`config.mk`:
```
export PLATFORM = sky130hd
export DESIGN_NAME = cu_multicycle
export DESIGN_NICKNAME = d
export VERILOG_FILES = /design/src/rtl/cu_multicycle.sv
export SDC_FILE = /design/constraint.sdc
export NUM_CORES = 1
export LEC_CHECK = 0
export ABC_AREA = 1
export CORE_MARGIN = 1.5
export CORE_UTILIZATION = 54
export DETAILED_ROUTE_END_ITERATION = 8
export HOLD_SLACK_MARGIN = 0.15
export PLACE_DENSITY = 0.8
export SLEW_MARGIN = 10
export SYNTH_ARGS = -nofsm -noshare
export SYNTH_HDL_FRONTEND = slang
export SYNTH_SLANG_ARGS = --single-unit
```
`constraint.sdc`:
```
create_clock -name clk -period 2.05 [get_ports clk]
set_clock_uncertainty 0.2 [all_clocks]
set_input_delay 0.615 -clock clk [delete_from_list [all_inputs] [get_ports clk]]
set_output_delay 0.615 -clock clk [all_outputs]
set_load 0.05 [all_outputs]
```
`src/rtl/cu_multicycle.sv`:
```
// cu_multicycle: multi-cycle control unit with an internal register file.
// Accepts instructions over a valid/ready handshake and sequences them
// through DECODE, EXECUTE, MEM_ACCESS and WRITE_BACK, driving registered
// operands/offset/opcode/selects to the ALU and data-memory datapath.
//
// Ports:
//   clk          rising-edge clock
//   rst          asynchronous active-low reset
//   instr_valid  instr carries a valid instruction
//   instr        {type[2], dest, src1, src2, offset[DATA_WIDTH], opcode[4]}
//   instr_ready  high when idle and out of reset
//   result       ALU result / memory read data, sampled in WRITE_BACK
//   operand1/2, offset, opcode  registered datapath controls
//   sel1, sel3   datapath mux selects (std 1/0, load/store 0/1)
//   w_r          data-memory write strobe, high only in MEM_ACCESS of a store
//   retired      one-cycle pulse when an instruction completes
//   dbg_addr/dbg_data  combinational register file read port
module cu_multicycle #(
  parameter int DATA_WIDTH    = 8,
  parameter int REG_ADDR_BITS = 2
) (
  input  logic                                         clk,
  input  logic                                         rst,
  input  logic                                         instr_valid,
  input  logic [2+3*REG_ADDR_BITS+DATA_WIDTH+4-1:0]    instr,
  output logic                                         instr_ready,
  input  logic [DATA_WIDTH-1:0]                        result,
  output logic [DATA_WIDTH-1:0]                        operand1,
  output logic [DATA_WIDTH-1:0]                        operand2,
  output logic [DATA_WIDTH-1:0]                        offset,
  output logic [3:0]                                   opcode,
  output logic                                         sel1,
  output logic                                         sel3,
  output logic                                         w_r,
  output logic                                         retired,
  input  logic [REG_ADDR_BITS-1:0]                     dbg_addr,
  output logic [DATA_WIDTH-1:0]                        dbg_data
);

  localparam int unsigned NUM_REGS    = 2**REG_ADDR_BITS;
  localparam int          INSTR_WIDTH = 2+3*REG_ADDR_BITS+DATA_WIDTH+4;
  localparam int          OFF_LSB     = 4;
  localparam int          SRC2_LSB    = OFF_LSB + DATA_WIDTH;
  localparam int          SRC1_LSB    = SRC2_LSB + REG_ADDR_BITS;
  localparam int          DEST_LSB    = SRC1_LSB + REG_ADDR_BITS;
  localparam int          TYPE_LSB    = DEST_LSB + REG_ADDR_BITS;

  typedef enum logic [4:0] {
    IDLE       = 5'b00001,
    DECODE     = 5'b00010,
    EXECUTE    = 5'b00100,
    MEM_ACCESS = 5'b01000,
    WRITE_BACK = 5'b10000
  } state_t;

  typedef enum logic [1:0] {
    T_NOP   = 2'b00,
    T_STD   = 2'b01,
    T_LOAD  = 2'b10,
    T_STORE = 2'b11
  } itype_t;

  state_t                   state, state_n;
  logic [INSTR_WIDTH-1:0]   instr_q;
  logic [DATA_WIDTH-1:0]    regs [NUM_REGS];

  itype_t                   itype, in_type;
  logic [REG_ADDR_BITS-1:0] dest, src1, src2;
  logic                     accept, rf_we;

  logic [DATA_WIDTH-1:0]    op1_n, op2_n, off_n;
  logic [3:0]               opc_n;
  logic                     sel1_n, sel3_n, w_r_n, retired_n;

  assign itype   = itype_t'(instr_q[TYPE_LSB +: 2]);
  assign in_type = itype_t'(instr[TYPE_LSB +: 2]);
  assign dest    = instr_q[DEST_LSB +: REG_ADDR_BITS];
  assign src1    = instr_q[SRC1_LSB +: REG_ADDR_BITS];
  assign src2    = instr_q[SRC2_LSB +: REG_ADDR_BITS];

  assign instr_ready = (state == IDLE) && rst;
  assign accept      = instr_valid && instr_ready;
  assign dbg_data    = regs[dbg_addr];

  always_ff @(posedge clk or negedge rst) begin
    if (!rst) begin
      state    <= IDLE;
      instr_q  <= '0;
      operand1 <= '0;
      operand2 <= '0;
      offset   <= '0;
      opcode   <= '1;
      sel1     <= 1'b0;
      sel3     <= 1'b0;
      w_r      <= 1'b0;
      retired  <= 1'b0;
    end else begin
      state    <= state_n;
      operand1 <= op1_n;
      operand2 <= op2_n;
      offset   <= off_n;
      opcode   <= opc_n;
      sel1     <= sel1_n;
      sel3     <= sel3_n;
      w_r      <= w_r_n;
      retired  <= retired_n;
      if (accept) instr_q <= instr;
    end
  end

  always_ff @(posedge clk or negedge rst) begin
    if (!rst) begin
      for (int unsigned i = 0; i < NUM_REGS; i++)
        regs[i] <= DATA_WIDTH'(i);
    end else if (rf_we) begin
      regs[dest] <= result;
    end
  end

  always_comb begin
    state_n   = state;
    op1_n     = operand1;
    op2_n     = operand2;
    off_n     = offset;
    opc_n     = opcode;
    sel1_n    = sel1;
    sel3_n    = sel3;
    w_r_n     = w_r;
    retired_n = 1'b0;
    rf_we     = 1'b0;
    case (state)
      IDLE: begin
        // NOPs retire straight from IDLE, so the type is taken from the
        // incoming word rather than the latched copy.
        if (accept) begin
          if (in_type == T_NOP) retired_n = 1'b1;
          else                  state_n   = DECODE;
        end
      end
      DECODE: begin
        state_n = EXECUTE;
        op1_n   = regs[src1];
        off_n   = instr_q[OFF_LSB +: DATA_WIDTH];
        opc_n   = instr_q[3:0];
        if (itype == T_STD) begin
          op2_n  = regs[src2];
          sel1_n = 1'b1;
          sel3_n = 1'b0;
        end else begin
          op2_n  = regs[dest];
          sel1_n = 1'b0;
          sel3_n = 1'b1;
        end
      end
      EXECUTE: begin
        case (itype)
          T_STD:   state_n = WRITE_BACK;
          T_LOAD:  state_n = MEM_ACCESS;
          T_STORE: begin
            state_n = MEM_ACCESS;
            w_r_n   = 1'b1;
          end
          default: state_n = IDLE;
        endcase
      end
      MEM_ACCESS: begin
        if (itype == T_STORE) begin
          state_n   = IDLE;
          w_r_n     = 1'b0;
          retired_n = 1'b1;
        end else begin
          state_n = WRITE_BACK;
        end
      end
      WRITE_BACK: begin
        state_n   = IDLE;
        rf_we     = 1'b1;
        retired_n = 1'b1;
      end
      default: begin
        state_n = IDLE;
        op1_n   = '0;
        op2_n   = '0;
        off_n   = '0;
        opc_n   = '1;
        sel1_n  = 1'b0;
        sel3_n  = 1'b0;
        w_r_n   = 1'b0;
      end
    endcase
  end

endmodule
```
# Word-level counts from Yosys, hierarchy flattened
# Index checks and enable logic that the tools add are counted.
dict set report word_totals {
  reg_bits 89
  input_bits 33
  output_inout_bits 41
  elab_cells 82
}
dict set report op_classes {
  magnitude_cmp 5
  n_eq_ne 12
  n_mux 37
  bitwise_logic 5
  reduce_logical 9
}
# cell count
set ops {}
lappend ops {{2-to-1 mux 8 bit} 10}
lappend ops {{binary-select mux 8 bit (select 2 bit)} 4}
lappend ops {{case mux 8 bit (2 select lines)} 3}
lappend ops {{bitwise mux 32 bit} 1}
lappend ops {{case mux 5 bit (4 select lines)} 1}
lappend ops {{demux 8 bit (select 2 bit)} 1}
lappend ops {{2-to-1 mux 5 bit} 3}
lappend ops {{greater-or-equal comparator 3 bit, second input constant} 4}
lappend ops {{inverter 2 -> 3 bit} 4}
lappend ops {{case mux 5 bit (2 select lines)} 1}
lappend ops {{2-to-1 mux 1 bit} 8}
lappend ops {{!= test 2 bit, second input constant} 4}
lappend ops {{case mux 4 bit (2 select lines)} 1}
lappend ops {{case mux 1 bit (3 select lines)} 2}
lappend ops {{equality test 5 x 1 -> 1 bit, second input constant} 1}
lappend ops {{equality test 5 x 2 -> 1 bit, second input constant} 1}
lappend ops {{equality test 5 x 3 -> 1 bit, second input constant} 1}
lappend ops {{equality test 5 x 4 -> 1 bit, second input constant} 1}
lappend ops {{equality test 5 bit, second input constant} 1}
lappend ops {{equality test 2 bit, second input constant} 2}
lappend ops {{case mux 1 bit (2 select lines)} 2}
lappend ops {{OR reduction 4 bit} 1}
lappend ops {{logical AND 1 bit} 3}
lappend ops {{< comparator 3 x 1 -> 1 bit, second input constant} 1}
lappend ops {{other kinds (7)} 7}

# Logic depth before layout (Yosys ltp)
# Gate-level depths: netlist of run 1.
dict set report depth {
  ltp_word 6
  depth_mapped 11
}

# Worst setup path before layout of run 1
# Ideal clock, no wire load.
dict set report synth_timing {
  kind {input to output}
  start {input dbg_addr[1]}
  end {output dbg_data[0]}
  t_arrival_ns 1.839
  required_time_ns 1.235
  setup_slack_ns -0.604
  path_stages 4
  cell_sequence {inv_1 > clkbuf_1 > o21ai_0 > o22ai_1}
}
dict set report synth_via {
  elab_chain_cells 4
}
# element line_no
set synth_lines {}
lappend synth_lines {{from (decl)} 36} ;# input logic [REG_ADDR_BITS-1:0] dbg_addr,
lappend synth_lines {{inverter 2 -> 3 bit (implied by the code)} 83} ;# assign dbg_data = regs[dbg_addr];
lappend synth_lines {{binary-select mux 8 bit (select 2 bit)} 83}
lappend synth_lines {{2-to-1 mux 8 bit (implied by the code) (2 in a row)} 83}
lappend synth_lines {{to (decl)} 37} ;# output logic [DATA_WIDTH-1:0] dbg_data
# No other way between the ends. The select of a mux whose other input is x is not followed.

# Worst setup path in the final report of run 1
dict set report layout_timing {
  start {input dbg_addr[1]}
  end {output dbg_data[4]}
}
# Same word-level chain as after synthesis.

==> metrics.md, run 1 <==
| Metric | Value |
|---|---|
| Reg-to-reg slack, setup | `0.08 ns` |
| Layout cells sized above 1 | `25.0%` |
| Antenna diode count | `0` |
| Fmax achieved | `448 MHz` |
| Yosys reg bits | `89` |
| Final instance area | `6740 um2` |
| Worst setup margin | `-0.184 ns` |
| Hold Startpoint | `opcode[1]$_DFFE_PN1N_` |
| Commonest cells in the netlist | `nand2_1, dfrtp_1, inv_1, o21ai_0, nand3_1` |
| Nets | `760` |
| Final RePlAce weighted congestion | `0.872` |
| Dominant synthesized flop cell | `dfrtp_1` |
| Fraction of registers with async set/reset | `100%` |
| Hold EP | `opcode[1]$_DFFE_PN1N_` |
| Reg clk slew, reported paths | `0.09 ns` |
| Cts hold-fix bufs | `0` |
| Synthesis-to-finish area growth | `43.3%` |
| Initial DRC Count | `420` |
| Failing checks | `negative setup slack` |
| Syn. warnings | `0` |
| Synth top area share | `42.5%` |
| Port Buffer Count | `73` |
| DIE HEIGHT | `96.4 um` |
| FP Rows | `33` |
| Total vias in the final route | `4627` |
| Critical Path Start | `dbg_addr[1]` |
| Top post-synthesis cells by area | `dfrtp_1, nand2_1, inv_1` |
| Post-synth EDFFs | `0` |
| CTS tree | `done` |
| Die area | `9280 um2` |
| Hold slack | `0.288 ns` |
| Gr ovfl total | `0` |
| Max-slew violations | `0` |
| Total GRT Usage | `30.7%` |
| Placed Area | `6070 um2` |
| Synth Net Count | `663` |
| Power Total | `0.00792 W` |
| CTS sink cnt | `89` |
| Yosys cell types | `29` |
| Outcome | `complete, but fails checks` |
| First-pass GRT wire length | `21600 um` |
| Hold path cells | `2` |
| CP Data Required Time | `1.23 ns` |
| LEAKAGE | `3.46 nW` |
| Number of routed nets with antenna violations | `0` |
| Clk_lat worst skew | `0.35 ns` |
| Detailed Place HPWL | `8750 um` |
| Drt first pass iters | `7` |
| Power Density | `1180 nW/um2` |
| Critical Path AT | `1.42 ns` |
| H-tree levels | `3` |
| Maximum VDD drop | `0.490 mV` |
| Top cell type by total area after synthesis | `dfrtp_1` |
| Sequential area share after synthesis | `47.6%` |
| Period minus WS final | `2.23 ns` |
| CP Class | `in2out` |
| CP startpoint kind | `input pin` |
| Mean Syn Cell Area | `7.47 um2` |
| Root buffer cell | `clkbuf_8` |
| Area of the core | `8340 um2` |
| Worst R2R Path Depth | `11` |
| Vias in the first global route | `4420` |
| Num CTS Buffers | `9` |
| Chip width | `96.4 um` |
| Reg-to-Reg Start | `state[0]$_DFFE_PN1P_` |
| Worst-Margin Slew | `1.09 ns` |
| DRC violations left | `0` |
| Initial core utilization | `56.4%` |
| Synthesized area | `4710 um2` |
| # setup viols final | `9` |
| Vias/cell | `5.53` |
| CP max FO | `5` |
| Tcrit/Tclk final | `109%` |
| Clk buf depth | `2` |
| CP endpoint kind | `output pin` |
| Relative slew slack | `27.5%` |
| Post-DR wirelength/cell | `16.3 um` |
| RSZ-0062 raised after global routing | `true` |
| Max-Cap Viols | `0` |
| Largest net degree at the start of global routing | `90` |
| Worst R2R End | `offset[2]$_DFFE_PN0N_` |
| Final Routed Wirelength | `13600 um` |
| Cells after synthesis | `630` |
| Worst hold path type | `reg2reg` |
| Top-count cell post-synth | `nand2_1` |
| I/O Pins | `74` |
| Hold Fails Final Rpt | `0` |
| Antenna violations before repair | `0` |
| Final TNS setup | `-1.13 ns` |
| Pre-CTS setup slack | `-0.682 ns` |
-- registers in the layout, summed over array words and instances (netlist names) --
name      flops
operand1      8
w_r           1
operand2      8
sel3          1
retired       1
instr_q      20
sel1          1
offset        8
state         5
regs         32
opcode        4
-- per-stage QoR --
stage,util [%],std cells
final,80.8,837
after global routing,80.8,837
after CTS,79.3,826
after detailed placement,72.7,799
after global placement,72.7,799
after floorplan,-,630
-- report_power, final --
part           leakage (nW)  internal, W  switching, W
registers              1.03      0.00218      0.000442
clock network         0.124     0.000823      0.000657
logic                  2.31      0.00150       0.00232
total                  3.46      0.00450       0.00342
-- worst max path at each step --
| stage | to | slack (ns) | cells after the start |
|---|---|---|---|
| floorplan | dbg_data[0] | -0.08 | 4 |
| global placement | dbg_data[0] | -0.65 | 6 |
| detailed placement | dbg_data[0] | -0.68 | 6 |
| CTS | dbg_data[4] | -0.18 | 7 |
| global route | instr_ready | -0.21 | 5 |
| finish | dbg_data[4] | -0.18 | 6 |
-- worst max-delay path: stages --
cell and delay, ns:
buf_8 0.09, clkinvlp_4 0.17, buf_6 0.17, a21oi_4 0.14, a21oi_4 0.08, buf_12 0.15
-- timing repair --
action / CTS / global route
endpoints found under the hold margin: 0 / 0
buffers inserted: 8 / 12
gates cloned: 3 / 0
pin swaps: 12 / 5
setup endpoints to repair: 9 / 21
gates resized for setup: 64 / 21
-- cell type report --
class / instances / area (um2)
clock buffer: 9 / 124
clock inverter: 7 / 125
fill: 527 / 1600
inverter: 75 / 298
multi-input combinational: 437 / 2310
sequential: 89 / 2240
tap: 105 / 131
timing repair buffer: 112 / 1480
timing repair inverter: 3 / 35.0
-- layout by cell type (no fill, tap or decap), types with 2 or more instances in the layout --
cell type / synthesis / final
bufinv_16: 0 / 3
nand2_4: 1 / 5
clkinv_4: 0 / 2
o21ai_0: 49 / 39
buf_12: 0 / 42
buf_4: 6 / 31
nor2_1: 30 / 26
nand2_2: 1 / 2
a21oi_1: 36 / 18
o22ai_4: 0 / 2
o21ai_2: 9 / 13
o21ai_4: 0 / 4
clkinv_1: 2 / 2
nand2_1: 222 / 217
inv_6: 0 / 2
nor2_2: 2 / 3
a21oi_4: 0 / 13
inv_2: 5 / 10
nand3_1: 44 / 44
nand3_4: 3 / 3
dfstp_2: 9 / 9
buf_6: 5 / 9
o21ai_1: 28 / 30
clkdlybuf4s50_1: 0 / 29
nand3b_1: 2 / 2
dfrtp_1: 80 / 79
nor2_4: 3 / 6
a21oi_2: 0 / 5
inv_12: 0 / 2
inv_1: 67 / 60
clkbuf_8: 0 / 9
-- metal layers --
metal | global-route usage (%) | up-vias | part of all wire, %
met4 | 9.90 | 0 | 2.2
met2 | 53.4 | 237 | 52
met5 | 0 | - | 0
met1 | 38.6 | 2165 | 39
met3 | 5.61 | 34 | 7.3
li1 | - | 2191 | -
-- cell families (layout without fill, tap and decap cells) --
logic type      count (synthesis)  in the layout  synth area share [%]
simple gates                  312            312                  28.4
flops                          89             89                  47.6
compound gates                125            125                  14.1
buf+inv                       104            206                  9.94
No activity file was read; power rests on OpenSTA's default activity.
==> run 2, diff against run 1 <==
- CORE_UTILIZATION: 54 -> 49
- PLACE_DENSITY: 0.8 -> 0.86
- clock period: 2.05 -> 1.95 ns (I/O delays scaled with it)
==> run 2 against run 1 <==
Effect of this change: the flow still finishes with violations (negative setup slack); critical path depth shrank 1; largest power group unchanged; clock-buffer cell count grew 1; die area increased by 9.9%; sequential share of layout area down 0.15 points; cell count grew 2.6%; sequential cell count did not move; routed wire length grew 3.9%; sequential power increased by 6%; global-route usage is 2.2 points lower; hold slack improved by 0.0044 ns; cell area rose by 0.50%; critical path type is now reg2out.
==> metrics.md, run 2 (same netlist as run 1, synthesis figures left out) <==
| Metric | Value |
|---|---|
| Initial DRC Count | `421 (+0.24%)` |
| Most frequent cell on the critical path | `a21oi_4` |
| CTS tree | `done` |
| Number of routed nets with antenna violations | `0 (unchanged)` |
| CTS sink cnt | `89 (unchanged)` |
| Gr ovfl total | `0 (unchanged)` |
| CP startpoint kind | `register` |
| DRC violations left | `0 (unchanged)` |
| Top Registers | `regs x32, instr_q x20` |
| Antenna violations before repair | `0 (unchanged)` |
| Int Power | `0.00447 W (-0.77%)` |
| Vias in the first global route | `4405 (-0.34%)` |
| Worst setup margin | `-0.222 ns (-0.0375 ns)` |
| CP max FO | `3 (-2)` |
| Worst-Margin Slew | `0.522 ns (-0.565 ns)` |
| Hold Fails Final Rpt | `0 (unchanged)` |
| LEAKAGE | `3.44 nW (-0.67%)` |
| Max-Cap Viols | `0 (unchanged)` |
| Total GRT Usage | `28.5% (-2.2 points)` |
| H-tree levels | `3 (unchanged)` |
| FP Rows | `35 (+6.1%)` |
| Hold Startpoint | `opcode[3]$_DFFE_PN1N_` |
| Final Routed Wirelength | `14100 um (+3.9%)` |
| Largest net degree at the start of global routing | `90 (unchanged)` |
| # setup viols final | `9 (unchanged)` |
| RSZ-0062 raised after global routing | `true` |
| Clock group share of total power | `15.8% (-2.9 points)` |
| Relative slew slack | `65.2% (+38 points)` |
| Vias/cell | `5.50 (-0.58%)` |
| CP endpoint kind | `output pin` |
| Period minus WS final | `2.17 ns` |
| Chip width | `101 um (+4.8%)` |
| Crit-path slowest cell | `dfrtp_1` |
| Reg-to-Reg Start | `state[0]$_DFFE_PN1P_` |
| Critical Path AT | `1.39 ns (-0.03 ns)` |
| DIE HEIGHT | `101 um (+4.8%)` |
| Buf+Inv Stages, Crit Path | `2 (-2)` |
| Commonest non-fill, non-tap cells in the layout | `nand2_1, dfrtp_1, inv_1` |
| Fmax achieved | `460 MHz` |
| Biggest register | `regs` |
| Power Density | `1190 nW/um2 (+1.2%)` |
| Antenna diode count | `0 (unchanged)` |
| Drt first pass iters | `6 (-1)` |
| Initial core utilization | `50.7% (-5.7 points)` |
| Sequential power share | `34.4% (+1.3 points)` |
| Final RePlAce weighted congestion | `0.984 (+13%)` |
| First-pass GRT wire length | `22500 um (+4.3%)` |
| Reg clk slew, reported paths | `0.10 ns (about the same)` |
| Failing checks | `negative setup slack` |
| I/O Pins | `74 (unchanged)` |
| Area of the core | `9280 um2 (+11%)` |
| CP Data Required Time | `1.16 ns (-0.07 ns)` |
| Clk buf depth | `2 (unchanged)` |
| Switching Share | `44.6% (+1.4 points)` |
| Placed cell count | `831 (+4.0%)` |
| Final TNS setup | `-1.63 ns (-0.501 ns)` |
| Root buffer cell | `clkbuf_8` |
| Die area | `10200 um2 (+9.9%)` |
| Clk_lat worst skew | `0.35 ns (about the same)` |
| Outcome | `complete, but fails checks` |
| Maximum VDD drop | `0.470 mV (-4.0%)` |
| Crit-path max cell delay | `0.42 ns (+0.25 ns)` |
| Port Buffer Count | `73 (unchanged)` |
| Worst hold path type | `reg2reg` |
| Critical Path Start | `regs[21]$_DFFE_PN0P_` |
| Num CTS Buffers | `9 (unchanged)` |
| Max-slew violations | `0 (unchanged)` |
| Post-Layout Cell Count | `859 (+2.6%)` |
| Nets | `758 (-0.26%)` |
| Number of flip-flops in the largest register | `32 (unchanged)` |
| Worst path cell trace | `inv_2, o21ai_4, a21oi_4, a21oi_4, buf_12` |
| Total vias in the final route | `4721 (+2.0%)` |
| Crit-path leading delay family | `flip-flops` |
| CP Class | `reg2out` |
| Tcrit/Tclk final | `111%` |
| Commonest non-fill, non-tap cell in the layout | `nand2_1` |
| Post-DR wirelength/cell | `16.5 um (+1.3%)` |
| Synthesis-to-finish area growth | `44.0%` |
| Comb pwr share | `49.8% (+1.5 points)` |
| Detailed Place HPWL | `9220 um (+5.4%)` |
| Layout cells sized above 1 | `25.1% (+0.068 points)` |
| Switching Power | `0.00359 W (+5.0%)` |
==> run 2: changes by cell type in the layout (fill, tap and decap cells not counted), sizes merged <==
cell,delta
clkbuf,+1
dlygate4sd3,+1
buf,-3
bufinv,-2
clkinvlp,+1
==> run 2: tightest hold or removal path: stages, from the launching register on <==
cell     delay, ns
dfstp_2       0.40
inv_1         0.05
a21oi_1       0.05
==> run 2: worst paths after layout <==
| kind | slack (ns) | end | cells past startpoint |
|---|---|---|---|
| max in group asynchronous | 0.43 | opcode[1]$_DFFE_PN1N_ | 3 |
| min in group asynchronous | 0.69 | regs[11]$_DFFE_PN0P_ | 3 |
| max reg2reg | 0.17 | offset[6]$_DFFE_PN0N_ | 10 |
| min | 0.29 | opcode[3]$_DFFE_PN1N_ | 2 |
| max | -0.22 | dbg_data[5] | 5 |
| min reg2reg | 0.29 | opcode[3]$_DFFE_PN1N_ | 2 |
==> run 2: layer usage <==
layer	track usage [%]	vias to the layer above	part of all wire (%)
met2	45.3	277	48
met5	0	-	0
li1	-	2187	-
met1	39.2	2203	41
met4	12.5	0	2.9
met3	4.02	54	8.3
==> run 2: layout make-up <==
| class | instances | area (um2) |
|---|---|---|
| repair buffers | 110 | 1480 |
| fillers | 670 | 2510 |
| clock buffers | 10 | 128 |
| well taps | 129 | 161 |
| inverters | 75 | 308 |
| flip-flops and latches | 89 | 2240 |
| clock inverters | 6 | 67.6 |
| multi-input cells | 437 | 2350 |
| repair inverters | 3 | 43.8 |
==> run 2: per-stage QoR <==
stage	hold slack, ns	util, %	total power, W	area [um2]	worst slack, ns
finish	0.293	73.0	0.00806	6780	-0.222
global route	0.310	73.0	0.00853	6780	-0.274
CTS	0.294	72.8	0.00800	6760	-0.244
detailed placement	0.279	66.9	0.00659	6210	-0.694
global placement	0.273	66.9	0.00648	6210	-0.663
floorplan	0.0894	-	0.00513	4940	-0.0807
==> run 2: power groups by stage <==
stage	combinational (W)	sequential, W	clock [W]
2_1_floorplan	0.00208	0.00305	0
6_report	0.00401	0.00277	0.00127
3_5_place_dp	0.00382	0.00277	0
3_3_place_gp	0.00373	0.00275	0
5_1_grt	0.00433	0.00283	0.00137
4_1_cts	0.00395	0.00275	0.00129
==> run 2: what timing repair did <==
item                       4_1_cts  5_1_grt
cloned                           3        0
hold endpoints to repair        58        0
pin swaps                       12        8
setup buffers                    8        3
hold buffers                     1        0
resized for setup               71       10
setup endpoints to repair        9        9
